==> src/rtl/c64_bus_pkg.sv <==
// Shared types and constants for the expansion-port DMA sequencer.
package c64_bus_pkg;

  // Sequencer phases across one PHI2 cycle
  typedef enum logic [3:0] {
    ST_RESET,
    ST_WAIT_LO,
    ST_LO_REL,
    ST_LO_ARB,
    ST_WAIT_HI,
    ST_ADDR,
    ST_LOAD,
    ST_DRIVE,
    ST_DATA,
    ST_OPEN,
    ST_CAPTURE
  } seq_state_e;

  localparam logic DIR_TO_BUS   = 1'b1;
  localparam logic DIR_FROM_BUS = 1'b0;

  localparam logic [15:0] FF00_ADDR = 16'hFF00;

  // Width of a channel index; at least one bit even for a single channel
  function automatic int unsigned idx_w(input int unsigned n);
    return (n > 1) ? $clog2(n) : 1;
  endfunction

endpackage

==> src/rtl/rr_arbiter.sv <==
// Round-robin picker: first pending channel at or after ptr, wrapping to 0.
module rr_arbiter
  import c64_bus_pkg::*;
#(
  parameter int unsigned NUM_CH = 2
) (
  input  logic [NUM_CH-1:0]         pending,
  input  logic [idx_w(NUM_CH)-1:0]  ptr,
  output logic [idx_w(NUM_CH)-1:0]  grant_idx,
  output logic                      any_pending
);

  localparam int unsigned GW = idx_w(NUM_CH);

  logic          hi_found;
  logic          lo_found;
  logic [GW-1:0] hi_idx;
  logic [GW-1:0] lo_idx;

  // Lowest pending index at/above ptr wins, else lowest pending overall
  always_comb begin
    hi_found = 1'b0;
    lo_found = 1'b0;
    hi_idx   = '0;
    lo_idx   = '0;
    for (int i = 0; i < int'(NUM_CH); i++) begin
      if (pending[i]) begin
        if (!hi_found && (GW'(i) >= ptr)) begin
          hi_found = 1'b1;
          hi_idx   = GW'(i);
        end
        if (!lo_found) begin
          lo_found = 1'b1;
          lo_idx   = GW'(i);
        end
      end
    end
    any_pending = lo_found;
    grant_idx   = hi_found ? hi_idx : lo_idx;
  end

endmodule

==> src/rtl/dma_bus_sequencer.sv <==
// Multi-channel expansion-port DMA master. Optional macro FF00_TRIGGER_EN
// builds the CPU-write-to-$FF00 strobe; otherwise ff00_w_strobe is tied low.
module dma_bus_sequencer
  import c64_bus_pkg::*;
#(
  parameter int unsigned NUM_CH   = 2,
  parameter int unsigned AW       = 16,
  parameter int unsigned DW       = 8,
  parameter int unsigned BA_STALL = 3,
  parameter int unsigned REL_DLY  = 2
) (
  input  logic                 clk,
  input  logic                 rst,
  input  logic                 phi,
  input  logic                 ba,
  input  logic                 rw_in,
  input  logic [AW-1:0]        a_d,
  input  logic [DW-1:0]        d_d,
  output logic [AW-1:0]        a_q,
  output logic [DW-1:0]        d_q,
  output logic                 a_oe,
  output logic                 d_oe,
  output logic                 as_dir,
  output logic                 ds_dir,
  output logic                 as_en_n,
  output logic                 ds_en_n,
  output logic                 rw_out,
  output logic                 dma,
  input  logic [NUM_CH-1:0]    ch_req,
  output logic [NUM_CH-1:0]    ch_ack,
  input  logic [NUM_CH*AW-1:0] ch_a,
  input  logic [NUM_CH*DW-1:0] ch_d,
  input  logic [NUM_CH-1:0]    ch_rw,
  output logic [DW-1:0]        dma_q,
  output logic                 dma_q_valid,
  output logic [2:0]           dma_ch,
  output logic                 ff00_w_strobe
);

  localparam int unsigned GW  = idx_w(NUM_CH);
  localparam int unsigned CNW = 3;

  seq_state_e state, state_nxt;

  logic phi_s1, phi_s2, phi_d;
  logic phi_rise, phi_fall;

  logic [NUM_CH-1:0] pending;
  logic [GW-1:0]     grant, rr_ptr, arb_idx;
  logic              grant_valid, arb_any;
  logic              keep_grant, take_grant, can_dma;
  logic [CNW-1:0]    rel_cnt, ba_cnt;
  logic [1:0]        rw_log;

  logic [AW-1:0]     g_a;
  logic [DW-1:0]     g_d;
  logic              g_rw;

  logic [AW-1:0]     a_q_nxt;
  logic [DW-1:0]     d_q_nxt, dma_q_nxt;
  logic              a_oe_nxt, d_oe_nxt, as_dir_nxt, ds_dir_nxt;
  logic              as_en_n_nxt, ds_en_n_nxt, rw_out_nxt, dma_nxt, dma_q_valid_nxt;
  logic [NUM_CH-1:0] ch_ack_nxt;
  logic [2:0]        dma_ch_nxt;

  // Two-flop PHI synchroniser plus edge history (no reset: pure sampling)
  always_ff @(posedge clk) begin
    phi_s1 <= phi;
    phi_s2 <= phi_s1;
    phi_d  <= phi_s2;
  end

  assign phi_rise = phi_s2 & ~phi_d;
  assign phi_fall = ~phi_s2 & phi_d;

  assign pending = ch_req ^ ch_ack;
  assign g_a     = ch_a[grant*AW +: AW];
  assign g_d     = ch_d[grant*DW +: DW];
  assign g_rw    = ch_rw[grant];

  // CPU is known halted after BA_STALL low samples, or after a write followed by a read
  assign can_dma    = (ba_cnt == CNW'(BA_STALL)) | (rw_log == 2'b01);
  assign keep_grant = grant_valid & pending[grant];
  assign take_grant = ~keep_grant & arb_any & (can_dma | dma);

  rr_arbiter #(.NUM_CH(NUM_CH)) u_arb (
    .pending     (pending),
    .ptr         (rr_ptr),
    .grant_idx   (arb_idx),
    .any_pending (arb_any)
  );

  // State register
  always_ff @(posedge clk) begin
    if (rst) state <= ST_RESET;
    else     state <= state_nxt;
  end

  // Next-state sequencing through one PHI2 cycle
  always_comb begin
    state_nxt = state;
    case (state)
      ST_RESET:   state_nxt = ST_WAIT_LO;
      ST_WAIT_LO: if (phi_fall) state_nxt = ST_LO_REL;
      ST_LO_REL:  if (rel_cnt == CNW'(REL_DLY - 1)) state_nxt = ST_LO_ARB;
      ST_LO_ARB:  state_nxt = ST_WAIT_HI;
      ST_WAIT_HI: if (phi_rise) state_nxt = (dma & ba) ? ST_ADDR : ST_WAIT_LO;
      ST_ADDR:    state_nxt = ST_LOAD;
      ST_LOAD:    state_nxt = ST_DRIVE;
      ST_DRIVE:   state_nxt = ST_DATA;
      ST_DATA:    state_nxt = ST_OPEN;
      ST_OPEN:    state_nxt = ST_CAPTURE;
      ST_CAPTURE: if (phi_fall) state_nxt = ST_LO_REL;
      default:    state_nxt = ST_RESET;
    endcase
  end

  // Output next-values: hold by default, each phase updates its own pins
  always_comb begin
    a_q_nxt         = a_q;
    d_q_nxt         = d_q;
    a_oe_nxt        = a_oe;
    d_oe_nxt        = d_oe;
    as_dir_nxt      = as_dir;
    ds_dir_nxt      = ds_dir;
    as_en_n_nxt     = as_en_n;
    ds_en_n_nxt     = ds_en_n;
    rw_out_nxt      = rw_out;
    dma_nxt         = dma;
    ch_ack_nxt      = ch_ack;
    dma_q_nxt       = dma_q;
    dma_q_valid_nxt = 1'b0;
    dma_ch_nxt      = dma_ch;
    case (state)
      ST_RESET: begin
        a_oe_nxt    = 1'b0;
        d_oe_nxt    = 1'b0;
        rw_out_nxt  = 1'b0;
        dma_nxt     = 1'b0;
        as_en_n_nxt = 1'b0;
        ds_en_n_nxt = 1'b1;
      end
      ST_LO_REL: begin
        if (rel_cnt == CNW'(REL_DLY - 1)) begin
          as_en_n_nxt = 1'b1;
          ds_en_n_nxt = 1'b1;
          a_oe_nxt    = 1'b0;
          d_oe_nxt    = 1'b0;
        end
      end
      ST_LO_ARB: begin
        as_dir_nxt = DIR_FROM_BUS;
        ds_dir_nxt = DIR_FROM_BUS;
        rw_out_nxt = 1'b0;
        if (take_grant)                  dma_nxt = 1'b1;
        else if (!keep_grant && !arb_any) dma_nxt = 1'b0;
      end
      ST_WAIT_HI: as_en_n_nxt = 1'b0;
      ST_ADDR:    as_en_n_nxt = 1'b1;
      ST_LOAD: begin
        a_q_nxt    = g_a;
        d_q_nxt    = g_d;
        as_dir_nxt = DIR_TO_BUS;
        ds_dir_nxt = g_rw;
      end
      ST_DRIVE: begin
        as_en_n_nxt = 1'b0;
        a_oe_nxt    = 1'b1;
        rw_out_nxt  = g_rw;
      end
      ST_DATA: d_oe_nxt = g_rw;
      ST_OPEN: ds_en_n_nxt = 1'b0;
      ST_CAPTURE: begin
        if (phi_s2) dma_q_nxt = d_d;
        if (phi_fall) begin
          ch_ack_nxt[grant] = ~ch_ack[grant];
          dma_q_valid_nxt   = 1'b1;
          dma_ch_nxt        = 3'(grant);
        end
      end
      default: ;
    endcase
  end

  // Output registers
  always_ff @(posedge clk) begin
    if (rst) begin
      a_q         <= '0;
      d_q         <= '0;
      a_oe        <= 1'b0;
      d_oe        <= 1'b0;
      as_dir      <= 1'b0;
      ds_dir      <= 1'b0;
      as_en_n     <= 1'b0;
      ds_en_n     <= 1'b1;
      rw_out      <= 1'b0;
      dma         <= 1'b0;
      ch_ack      <= '0;
      dma_q       <= '0;
      dma_q_valid <= 1'b0;
      dma_ch      <= '0;
    end else begin
      a_q         <= a_q_nxt;
      d_q         <= d_q_nxt;
      a_oe        <= a_oe_nxt;
      d_oe        <= d_oe_nxt;
      as_dir      <= as_dir_nxt;
      ds_dir      <= ds_dir_nxt;
      as_en_n     <= as_en_n_nxt;
      ds_en_n     <= ds_en_n_nxt;
      rw_out      <= rw_out_nxt;
      dma         <= dma_nxt;
      ch_ack      <= ch_ack_nxt;
      dma_q       <= dma_q_nxt;
      dma_q_valid <= dma_q_valid_nxt;
      dma_ch      <= dma_ch_nxt;
    end
  end

  // Grant latch and round-robin pointer: held until completion or withdrawal
  always_ff @(posedge clk) begin
    if (rst) begin
      grant       <= '0;
      grant_valid <= 1'b0;
      rr_ptr      <= '0;
    end else if (state == ST_LO_ARB && !keep_grant) begin
      grant_valid <= take_grant;
      if (take_grant) grant <= arb_idx;
    end else if (state == ST_CAPTURE && phi_fall) begin
      grant_valid <= 1'b0;
      rr_ptr      <= (grant == GW'(NUM_CH - 1)) ? '0 : grant + 1'b1;
    end
  end

  // Release delay counter, restarts each time LO_REL is entered
  always_ff @(posedge clk) begin
    if (rst || state != ST_LO_REL) rel_cnt <= '0;
    else                           rel_cnt <= rel_cnt + 1'b1;
  end

  // CPU-halt tracking; R/W history starts as idle reads
  always_ff @(posedge clk) begin
    if (rst) begin
      ba_cnt <= '0;
      rw_log <= 2'b11;
    end else begin
      if (phi_rise) begin
        if (ba)                              ba_cnt <= '0;
        else if (ba_cnt != CNW'(BA_STALL))   ba_cnt <= ba_cnt + 1'b1;
      end
      if (phi_fall) rw_log <= {rw_log[0], rw_in | dma};
    end
  end

`ifdef FF00_TRIGGER_EN
  logic fall_d;

  // CPU write to $FF00 sampled one clk after PHI fall
  always_ff @(posedge clk) begin
    if (rst) begin
      fall_d        <= 1'b0;
      ff00_w_strobe <= 1'b0;
    end else begin
      fall_d        <= phi_fall;
      ff00_w_strobe <= fall_d & ~rw_in & (a_d == AW'(FF00_ADDR));
    end
  end
`else
  logic unused_a_d;

  assign ff00_w_strobe = 1'b0;
  assign unused_a_d    = ^a_d;
`endif

endmodule

==> config.mk <==
export PLATFORM = sky130hd
export DESIGN_NAME = dma_bus_sequencer
export DESIGN_NICKNAME = d
export VERILOG_FILES = /design/src/rtl/c64_bus_pkg.sv /design/src/rtl/rr_arbiter.sv /design/src/rtl/dma_bus_sequencer.sv
export SDC_FILE = /design/constraint.sdc
export NUM_CORES = 1
export LEC_CHECK = 0
export ABC_AREA = 1
export CAP_MARGIN = 20
export CORE_MARGIN = 2
export CORE_UTILIZATION = 31
export CTS_CLUSTER_SIZE = 40
export DETAILED_ROUTE_END_ITERATION = 8
export GPL_ROUTABILITY_DRIVEN = 0
export GPL_TIMING_DRIVEN = 1
export HOLD_SLACK_MARGIN = 0.02
export PLACE_DENSITY_LB_ADDON = 0.08
export SYNTH_ARGS = -nofsm -noshare
export SYNTH_HDL_FRONTEND = slang
export SYNTH_SLANG_ARGS = --single-unit
==> constraint.sdc <==
create_clock -name clk -period 1.9 [get_ports clk]
set_clock_uncertainty 0.2 [all_clocks]
set_input_delay 0.19 -clock clk [delete_from_list [all_inputs] [get_ports clk]]
set_output_delay 0.19 -clock clk [all_outputs]
set_load 0.1 [all_outputs]
## Word-level counts from Yosys, hierarchy flattened

Index checks and enable logic that the tools add are counted.

- ROM bits: 0
- Output and inout port bits: 47
- Bits in registers: 62
- Bits in latches: 0
- Memory bits (writable): 0
- Input bits: 81
- Memories kept: 0
- Word-level logic and storage cells: 145

- Bitwise logic cells: 16
- Reductions and logical operators: 34
- Shift-type cells: 2
- Muxes and demuxes: 43
- $mul: 0
- Equal/unequal tests: 19
- Order comparisons: 4
- Add/subtract/negate cells: 3
- Divide/modulo/power cells: 0

Operators with widths:

| operator | number |
|---|---|
| $pmux W4 S10 | 1 |
| $shiftx A32 B6 Y16 | 1 |
| $mux W1 | 26 |
| $reduce_and A2 Y1 | 10 |
| $eq A4 B3 Y1 const B | 4 |
| $shiftx A16 B5 Y8 | 1 |
| $eq A4 B4 Y1 const B | 3 |
| $mux W4 | 3 |
| $pmux W1 S3 | 4 |
| $reduce_bool A3 Y1 | 4 |
| $reduce_bool A2 Y1 | 5 |
| $mux W3 | 3 |
| $eq A4 B2 Y1 const B | 2 |
| $pmux W1 S2 | 4 |
| $add A3 B1 Y3 const B | 2 |
| $and A1 B1 Y1 | 6 |
| $not A1 Y1 | 6 |
| $reduce_or A2 Y1 | 3 |
| $logic_and A1 B1 Y1 | 5 |
| $eq A4 B1 Y1 const B | 1 |
| $logic_not A4 Y1 | 1 |
| $ne A2 B2 Y1 const B | 2 |
| $ne A4 B2 Y1 const B | 1 |
| $eq A3 B1 Y1 const B | 1 |
| 17 further kinds | 22 |

## Logic depth before layout (Yosys ltp)

Gate-level depths: netlist of the first run.

- Depth after elaboration: 9
- Mapped depth: 10
- Mapped depth without buffers: 10

## Hierarchy

From an unflattened synthesis of the first run, not the netlist that was laid out.

- Cell total of the unflattened synthesis: 370
- Area, all modules: 2832.7 µm²

Modules (own cells, without submodules):

| module | area each (µm²) | sequential area each (µm²) | cells each | instances |
|---|---|---|---|---|
| dma_bus_sequencer | 2813.9 | 1241.2 | 366 | 1 |
| rr_arbiter | 18.8 | 0.0 | 4 | 1 |

## Worst setup path before layout of the first run

No wires, ideal clock.

- Kind: register -> register
- Start point: register ch_ack[0]
- End point: register grant
- Stages on the path, launching flop included: 9
- Clock period less this slack: 2.000 ns
- Setup time: 0.064 ns
- Slack: -0.100 ns
- Arrival: 1.737 ns
- Required time: 1.636 ns
- Buffers on the path: 0
- Path through: dfxtp_1 > inv_1 > nand2_1 > nand2_1 > a21oi_1 > nand3_1 > nand2_1 > inv_1 > nor2_1

- Cells in the longest elaborated chain, start to end: 8
- Elaborated cells between the ends (all ways): 22
- Those cells by class: mux: 12; bitwise: 5; reduce/logical: 5

RTL lines:

| item | line | source |
|---|---|---|
| start: declaration | dma_bus_sequencer.sv:30 | `output logic [NUM_CH-1:0] ch_ack,` |
| start signal: assignment | dma_bus_sequencer.sv:213 | `ch_ack <= ch_ack_nxt;` |
| $xor A2 B2 Y2 * | dma_bus_sequencer.sv:76 | `assign pending = ch_req ^ ch_ack;` |
| $mux W1 (not written as such) (2 in a row) | dma_bus_sequencer.sv:83 | `assign keep_grant = grant_valid & pending[grant];` |
| $and A1 B1 Y1 | dma_bus_sequencer.sv:83 |  |
| $not A1 Y1 | dma_bus_sequencer.sv:84 | `assign take_grant = ~keep_grant & arb_any & (can_dma \| dma);` |
| $and A1 B1 Y1 (2 in a row) | dma_bus_sequencer.sv:84 |  |
| $reduce_and A2 Y1 (no source line) | -- |  |
| end signal: assignment | dma_bus_sequencer.sv:228 | `if (take_grant) grant <= arb_idx;` |
| end: declaration | dma_bus_sequencer.sv:49 | `logic [GW-1:0] grant, rr_ptr, arb_idx;` |

Mark *: on every way between the ends. The rest lies on a longest branch, timed or not. The select of a mux whose other input is x is not followed.
A chain may end at the register's enable or synchronous reset.

## Final worst setup path of the first run

- Start point: register state[2]
- End point: register a_q[6]

- Cells in the longest elaborated chain, start to end: 1

RTL lines:

| item | line | source |
|---|---|---|
| start: declaration | dma_bus_sequencer.sv:43 | `seq_state_e state, state_nxt;` |
| start signal: assignment | dma_bus_sequencer.sv:96 | `else state <= state_nxt;` |
| $eq A4 B3 Y1 | dma_bus_sequencer.sv:134 | `case (state)` |
| end signal: assignment | dma_bus_sequencer.sv:203 | `a_q <= a_q_nxt;` |
| end: declaration | dma_bus_sequencer.sv:19 | `output logic [AW-1:0] a_q,` |

Every way passes these cells.

==> flow_summary.json, run 1 <==
{
  "status": "finished clean",
  "clock_sinks": 62,
  "cts.path.max_buffers": 2,
  "postCtsSetupBuffers": 0,
  "finalHoldViolations": 0,
  "postCtsHoldBufs": 0,
  "synth_seq_cells": 62,
  "crit_arrival_ns": 1.71,
  "worst_ep_required_time_ns": 1.97,
  "finalMaxSlewViolations": 0,
  "antenna_left": 0,
  "die_area_mm2": 0.009599,
  "antenna_found_initial": 0,
  "ys_top_cells_by_count": "95 x nand2_1, 62 x dfxtp_1, 27 x inv_1",
  "wl_mm": 7.146,
  "cts-root-buf": "clkbuf_8",
  "path_clk_slew_ns": 0.07,
  "diodes": 0,
  "ir_drop_mv": 0.3243,
  "place.port_buffers": 108,
  "grt_pass1_wl_mm": 12.23,
  "min_path_type": "in -> reg",
  "cts_tree": "built",
  "power.static_leakage_nw": 1.779,
  "p_per_area_mw_per_mm2": 792.6,
  "grt_pass1_vias": 2704,
  "drtIter0Drc": 110,
  "synth_edf_count": 0,
  "fp.dieH_um": 97.98,
  "drive_gt1_share_pct": 18.88,
  "drtPass1Iterations": 4,
  "max_cap_violations": 0,
  "async_flop_share_pct": 0,
  "cpMaxStageDelayCell": "dfxtp_1",
  "yosysUniqueCellTypes": 35,
  "core_mm2": 0.008636,
  "ys.flop_type": "dfxtp_1",
  "initial_core_util_pct": 31.70,
  "syn2layout_area_growth_pct": 50.82,
  "grt_overflow": 0,
  "avgViaCountPerCell": 4.636,
  "worstPathMaxFanout": 49,
  "syn_inst": 368,
  "io_pins": 128,
  "post-route-period-util_pct": 86.73,
  "ctsHtreeMaxLevel": 3,
  "max_stage_delay_ns": 0.43,
  "yosys.area.top_type": "dfxtp_1",
  "cts_buffers": 9,
  "setup_viol": 0,
  "wl_per_cell_um": 12.11,
  "insertion_delay_ns": 0.34,
  "finalCriticalPeriod_ns": 1.648,
  "track_usage_pct": 15.48,
  "yosysSeqAreaShare_pct": 45.34,
  "synth_top_area_share_pct": 45.34,
  "critPathKind": "reg -> reg",
  "setup_tns_ns": 0,
  "yosys-top-cells-area": "dfxtp_1 45%, nand2_1 13%, a31oi_1 5.7%, a21oi_1 4.0%, o21ai_0 3.8%",
  "start_kind": "flop",
  "rsz0062_at_grt": "false",
  "drc": 0,
  "yosysWarnings": 0,
  "vias": 2735,
  "cts_resized": 0,
  "instances_no_fill": 590,
  "die_w_um": 97.98,
  "cp_num_buf_inv": 2,
  "netlist_area_mm2": 0.002738,
  "cp-end-kind": "flop",
  "rows": 34,
  "synth_most_common_cell": "nand2_1",
  "critPathTopFamily": "flip-flops",
  "syn_avg_cell_area_um2": 7.439,
  "grt_max_degree": 50,
  "layout.nets": 562,
  "crit_chain": "nand2_2 -> inv_2 -> nand2_4 -> inv_4 -> o21ai_0 -> a31oi_1",
  "fmax_ghz": 0.6068,
  "placedCellCount": 574,
  "hpwl_mm": 5.181
}
state kept, by name, summed over array words and instances, names as in the netlist, 2 cells and up:
register,cells
a_q,16
ba_cnt,3
ch_ack,2
d_q,8
dma_q,8
rel_cnt,3
rw_log,2
state,4
where the power goes:
part / switching [mW] / internal, mW / leakage (nW)
sequential: 0.0497 / 1.35 / 0.503
clock: 0.504 / 0.598 / 0.0968
combinational: 0.485 / 0.286 / 1.18
total: 1.04 / 2.23 / 1.78
kinds of logic after synthesis:
logic type | after synthesis | share of synthesized area [%]
fa+ha+maj | 4 | 1.828
xor+xnor | 1 | 0.3200
flops | 62 | 45.34
compound gates | 91 | 19.01
simple gates | 153 | 23.86
mux | 1 | 0.3656
buf+inv | 55 | 9.140
other cells | 1 | 0.1370
layout by cell type (no fill, tap or decap):
cell type | netlist | final
o211a_1 | 1 | 1
o211ai_1 | 2 | 2
nand2_4 | 1 | 1
o21ai_0 | 21 | 21
a21oi_2 | 2 | 2
clkbuf_1 | 8 | 2
dfxtp_1 | 62 | 60
a21oi_1 | 22 | 22
clkdlybuf4s50_1 | 0 | 64
nand2_1 | 95 | 95
nor2_2 | 2 | 2
clkinv_2 | 0 | 4
buf_4 | 6 | 40
nand3b_1 | 1 | 1
o31ai_1 | 1 | 1
clkinv_1 | 1 | 1
nor2_1 | 23 | 23
a22oi_1 | 1 | 1
a211oi_2 | 1 | 1
buf_12 | 0 | 12
clkbuf_8 | 0 | 9
conb_1 | 1 | 3
a31oi_1 | 25 | 25
o21ai_2 | 1 | 1
dfxtp_2 | 0 | 2
inv_1 | 27 | 27
nor2_4 | 2 | 2
xnor2_1 | 1 | 1
nand3_1 | 20 | 20
inv_4 | 1 | 1
bufinv_16 | 0 | 1
nand2_2 | 7 | 7
o21ai_1 | 14 | 14
inv_2 | 6 | 6
nand4_1 | 1 | 1
ha_1 | 4 | 4
mux2i_1 | 1 | 1
and2_1 | 1 | 1
layer usage:
| layer | GRT usage (%) | routed length [µm] | vias up |
|---|---|---|---|
| li1 | - | - | 1425 |
| met1 | 17.65 | 3145 | 1218 |
| met2 | 26.19 | 3293 | 85 |
| met3 | 6.729 | 639 | 7 |
| met4 | 4.808 | 68 | 0 |
| met5 | 0 | 0 | - |
stage by stage:
step	util (%)	hold slack [ns]	area [µm²]	setup WS (ns)	power, mW
final	47.81	0.1124	4129	0.2521	3.273
after detailed placement	45.71	0.1237	3948	0.2055	2.207
after global placement	45.71	0.1153	3948	0.2444	2.206
after global routing	47.81	0.09090	4129	0.07005	3.462
after floorplan	-	0.01772	2748	0.02579	1.939
after CTS	47.81	0.1036	4129	0.2400	3.314
final cells by class:
type | instances | area, µm²
Timing Repair Buffer | 116 | 1181
Tap cell | 108 | 135.1
Clock inverter | 5 | 50.05
Sequential cell | 62 | 1244
Inverter | 35 | 133.9
Fill cell | 890 | 4507
Multi-Input combinational cell | 253 | 1254
Clock buffer | 11 | 131.4
final timing paths:
check / from / to / slack (ns) / cells after the start
setup / recovery: state[2]$_SDFFE_PP0P_ / a_q[6]$_SDFFE_PP0P_ / 0.25 / 6
hold / removal: phi / phi_s1$_DFF_P_ / 0.11 / 1
setup reg to reg: state[2]$_SDFFE_PP0P_ / a_q[6]$_SDFFE_PP0P_ / 0.25 / 6
hold reg to reg: phi_s1$_DFF_P_ / phi_s2$_DFF_P_ / 0.13 / 0
(Power assumes the default switching activity.)
==> run 2: changes to the inputs <==
- RECOVER_POWER: unset -> 25
==> flow_summary.json, run 2 (synthesis gave the netlist of run 1 again) <==
{
  "rows": 34,
  "die_w_um": 97.98,
  "path_clk_slew_ns": 0.07,
  "drtIter0Drc": 103,
  "top_register": "a_q",
  "diodes": 0,
  "cpMaxStageDelayCell": "dfxtp_1",
  "post-route-period-util_pct": 87.68,
  "ctsHtreeMaxLevel": 3,
  "cts-root-buf": "clkbuf_8",
  "p_clk_share_pct": 33.8,
  "status": "finished clean",
  "p_per_area_mw_per_mm2": 826.7,
  "start_kind": "flop",
  "maxSlewHeadroom_pct": 60.33,
  "hpwl_mm": 5.181,
  "drive_gt1_share_pct": 18.26,
  "p_int_mw": 2.222,
  "critPathTopFamily": "flip-flops",
  "finalMaxSlewViolations": 0,
  "die_area_mm2": 0.009599,
  "cp_num_buf_inv": 2,
  "hold_start": "phi_s1$_DFF_P_",
  "worstReg2RegStart": "state[2]$_SDFFE_PP0P_",
  "core_mm2": 0.008636,
  "track_usage_pct": 15.48,
  "avgViaCountPerCell": 4.654,
  "antenna_found_initial": 0,
  "fp.dieH_um": 97.98,
  "antenna_left": 0,
  "regToRegSetupSlack_ns": 0.23,
  "crit_path_start": "state[2]$_SDFFE_PP0P_",
  "ir_drop_mv": 0.3235,
  "drtPass1Iterations": 4,
  "cts.path.max_buffers": 2,
  "grt_pass1_vias": 2704,
  "max_stage_delay_ns": 0.43,
  "crit_arrival_ns": 1.73,
  "pwr-share-seq_pct": 43.0,
  "max_cap_violations": 0,
  "postCtsHoldBufs": 0,
  "fmax_ghz": 0.6003,
  "syn2layout_area_growth_pct": 43.83,
  "setup_slack_ns": 0.2341,
  "wl_mm": 7.168,
  "worst_ep_required_time_ns": 1.97,
  "pwr-share-comb_pct": 23.2,
  "grt_max_degree": 50,
  "crit_chain": "nand2_2 -> inv_2 -> nand2_4 -> inv_4 -> o21ai_0 -> a31oi_1",
  "initial_core_util_pct": 31.70,
  "min_path_type": "reg -> reg",
  "setup_viol": 0,
  "cts_tree": "built",
  "finalHoldViolations": 0,
  "io_pins": 128,
  "p_switching_mw": 1.034,
  "place.port_buffers": 108,
  "worstPathMaxFanout": 49,
  "layout_common_cells": "96 x nand2_1, 63 x clkdlybuf4s50_1, 60 x dfxtp_1, 31 x buf_4, 28 x inv_1",
  "reg.largest.list": "a_q: 16 flops, d_q: 8 flops, dma_q: 8 flops",
  "postCtsSetupBuffers": 0,
  "cp-end-kind": "flop",
  "finalCriticalPeriod_ns": 1.666,
  "power.static_leakage_nw": 1.725,
  "critPathKind": "reg -> reg",
  "layout.nets": 562,
  "wl_per_cell_um": 12.15,
  "setup_tns_ns": 0,
  "grt_pass1_wl_mm": 12.23,
  "insertion_delay_ns": 0.34,
  "cts_resized": 0,
  "cts_buffers": 9,
  "grt_overflow": 0,
  "drc": 0,
  "clock_sinks": 62,
  "final_common_cell": "nand2_1",
  "vias": 2746,
  "place_worst_setup_slack_ns": 0.2055,
  "largest_reg_flops": 16,
  "tightest_slew_ns": 0.5951,
  "sw_frac_of_total_pct": 31.75,
  "rsz0062_at_grt": "false"
}
[run 2: cell types whose count changed in the layout (fill, tap and decap cells not counted)]
| cell | delta |
|---|---|
| clkbuf_1 | +1 |
| buf_12 | -11 |
| clkdlybuf4s50_1 | -1 |
| nand2_2 | -1 |
| dlygate4sd3_1 | +1 |
| clkbuf_2 | +19 |
| inv_2 | -1 |
| nand2_1 | +1 |
| buf_4 | -9 |
| inv_1 | +1 |
[run 2: area by class of cell]
cell class              instances  area, µm²
flip-flops and latches         62       1244
repair buffers                116      992.2
clock inverters                 5      50.05
well taps                     108      135.1
inverters                      35      133.9
fillers                       917       4698
multi-input cells             253       1251
clock buffers                  11      131.4
[run 2: per-layer routing]
metal	vias to the layer above	track usage [%]	part of all wire [%]
met5	-	0	0
met4	0	4.808	0.95
met3	7	6.729	9.3
met2	90	26.19	45
met1	1225	17.65	44
li1	1424	-	-
[run 2: power groups by stage]
stage          registers (mW)  logic, mW  clock network [mW]
3_5_place_dp             1.43      0.778                   0
5_1_grt                  1.40      0.837                1.20
6_report                 1.40      0.756                1.10
4_1_cts                  1.40      0.780                1.13
2_1_floorplan            1.53      0.413                   0
3_3_place_gp             1.43      0.777                   0
[run 2: worst reg2reg max path, stage by stage (launching register included)]
cell     delay (ns)
dfxtp_1        0.43
nand2_2        0.15
inv_2          0.09
nand2_4        0.06
inv_4          0.33
o21ai_0        0.16
a31oi_1        0.17
[run 2: stage by stage]
| stage | cells | hold WS [ns] | area, µm² | utilization (%) | power, mW |
|---|---|---|---|---|---|
| 3_5_place_dp | 574 | 0.1237 | 3948 | 45.71 | 2.207 |
| 6_report | 590 | 0.1335 | 3938 | 45.60 | 3.255 |
| 3_3_place_gp | 574 | 0.1153 | 3948 | 45.71 | 2.206 |
| 2_1_floorplan | 370 | 0.01772 | 2748 | - | 1.939 |
| 5_1_grt | 590 | 0.1457 | 3938 | 45.60 | 3.445 |
| 4_1_cts | 590 | 0.1036 | 4129 | 47.81 | 3.314 |
[run 2: final timing paths]
kind / end / cells after the start
hold / removal: phi_s2$_DFF_P_ / 0
setup reg to reg: a_q[5]$_SDFFE_PP0P_ / 6
hold reg to reg: phi_s2$_DFF_P_ / 0
setup / recovery: a_q[5]$_SDFFE_PP0P_ / 6
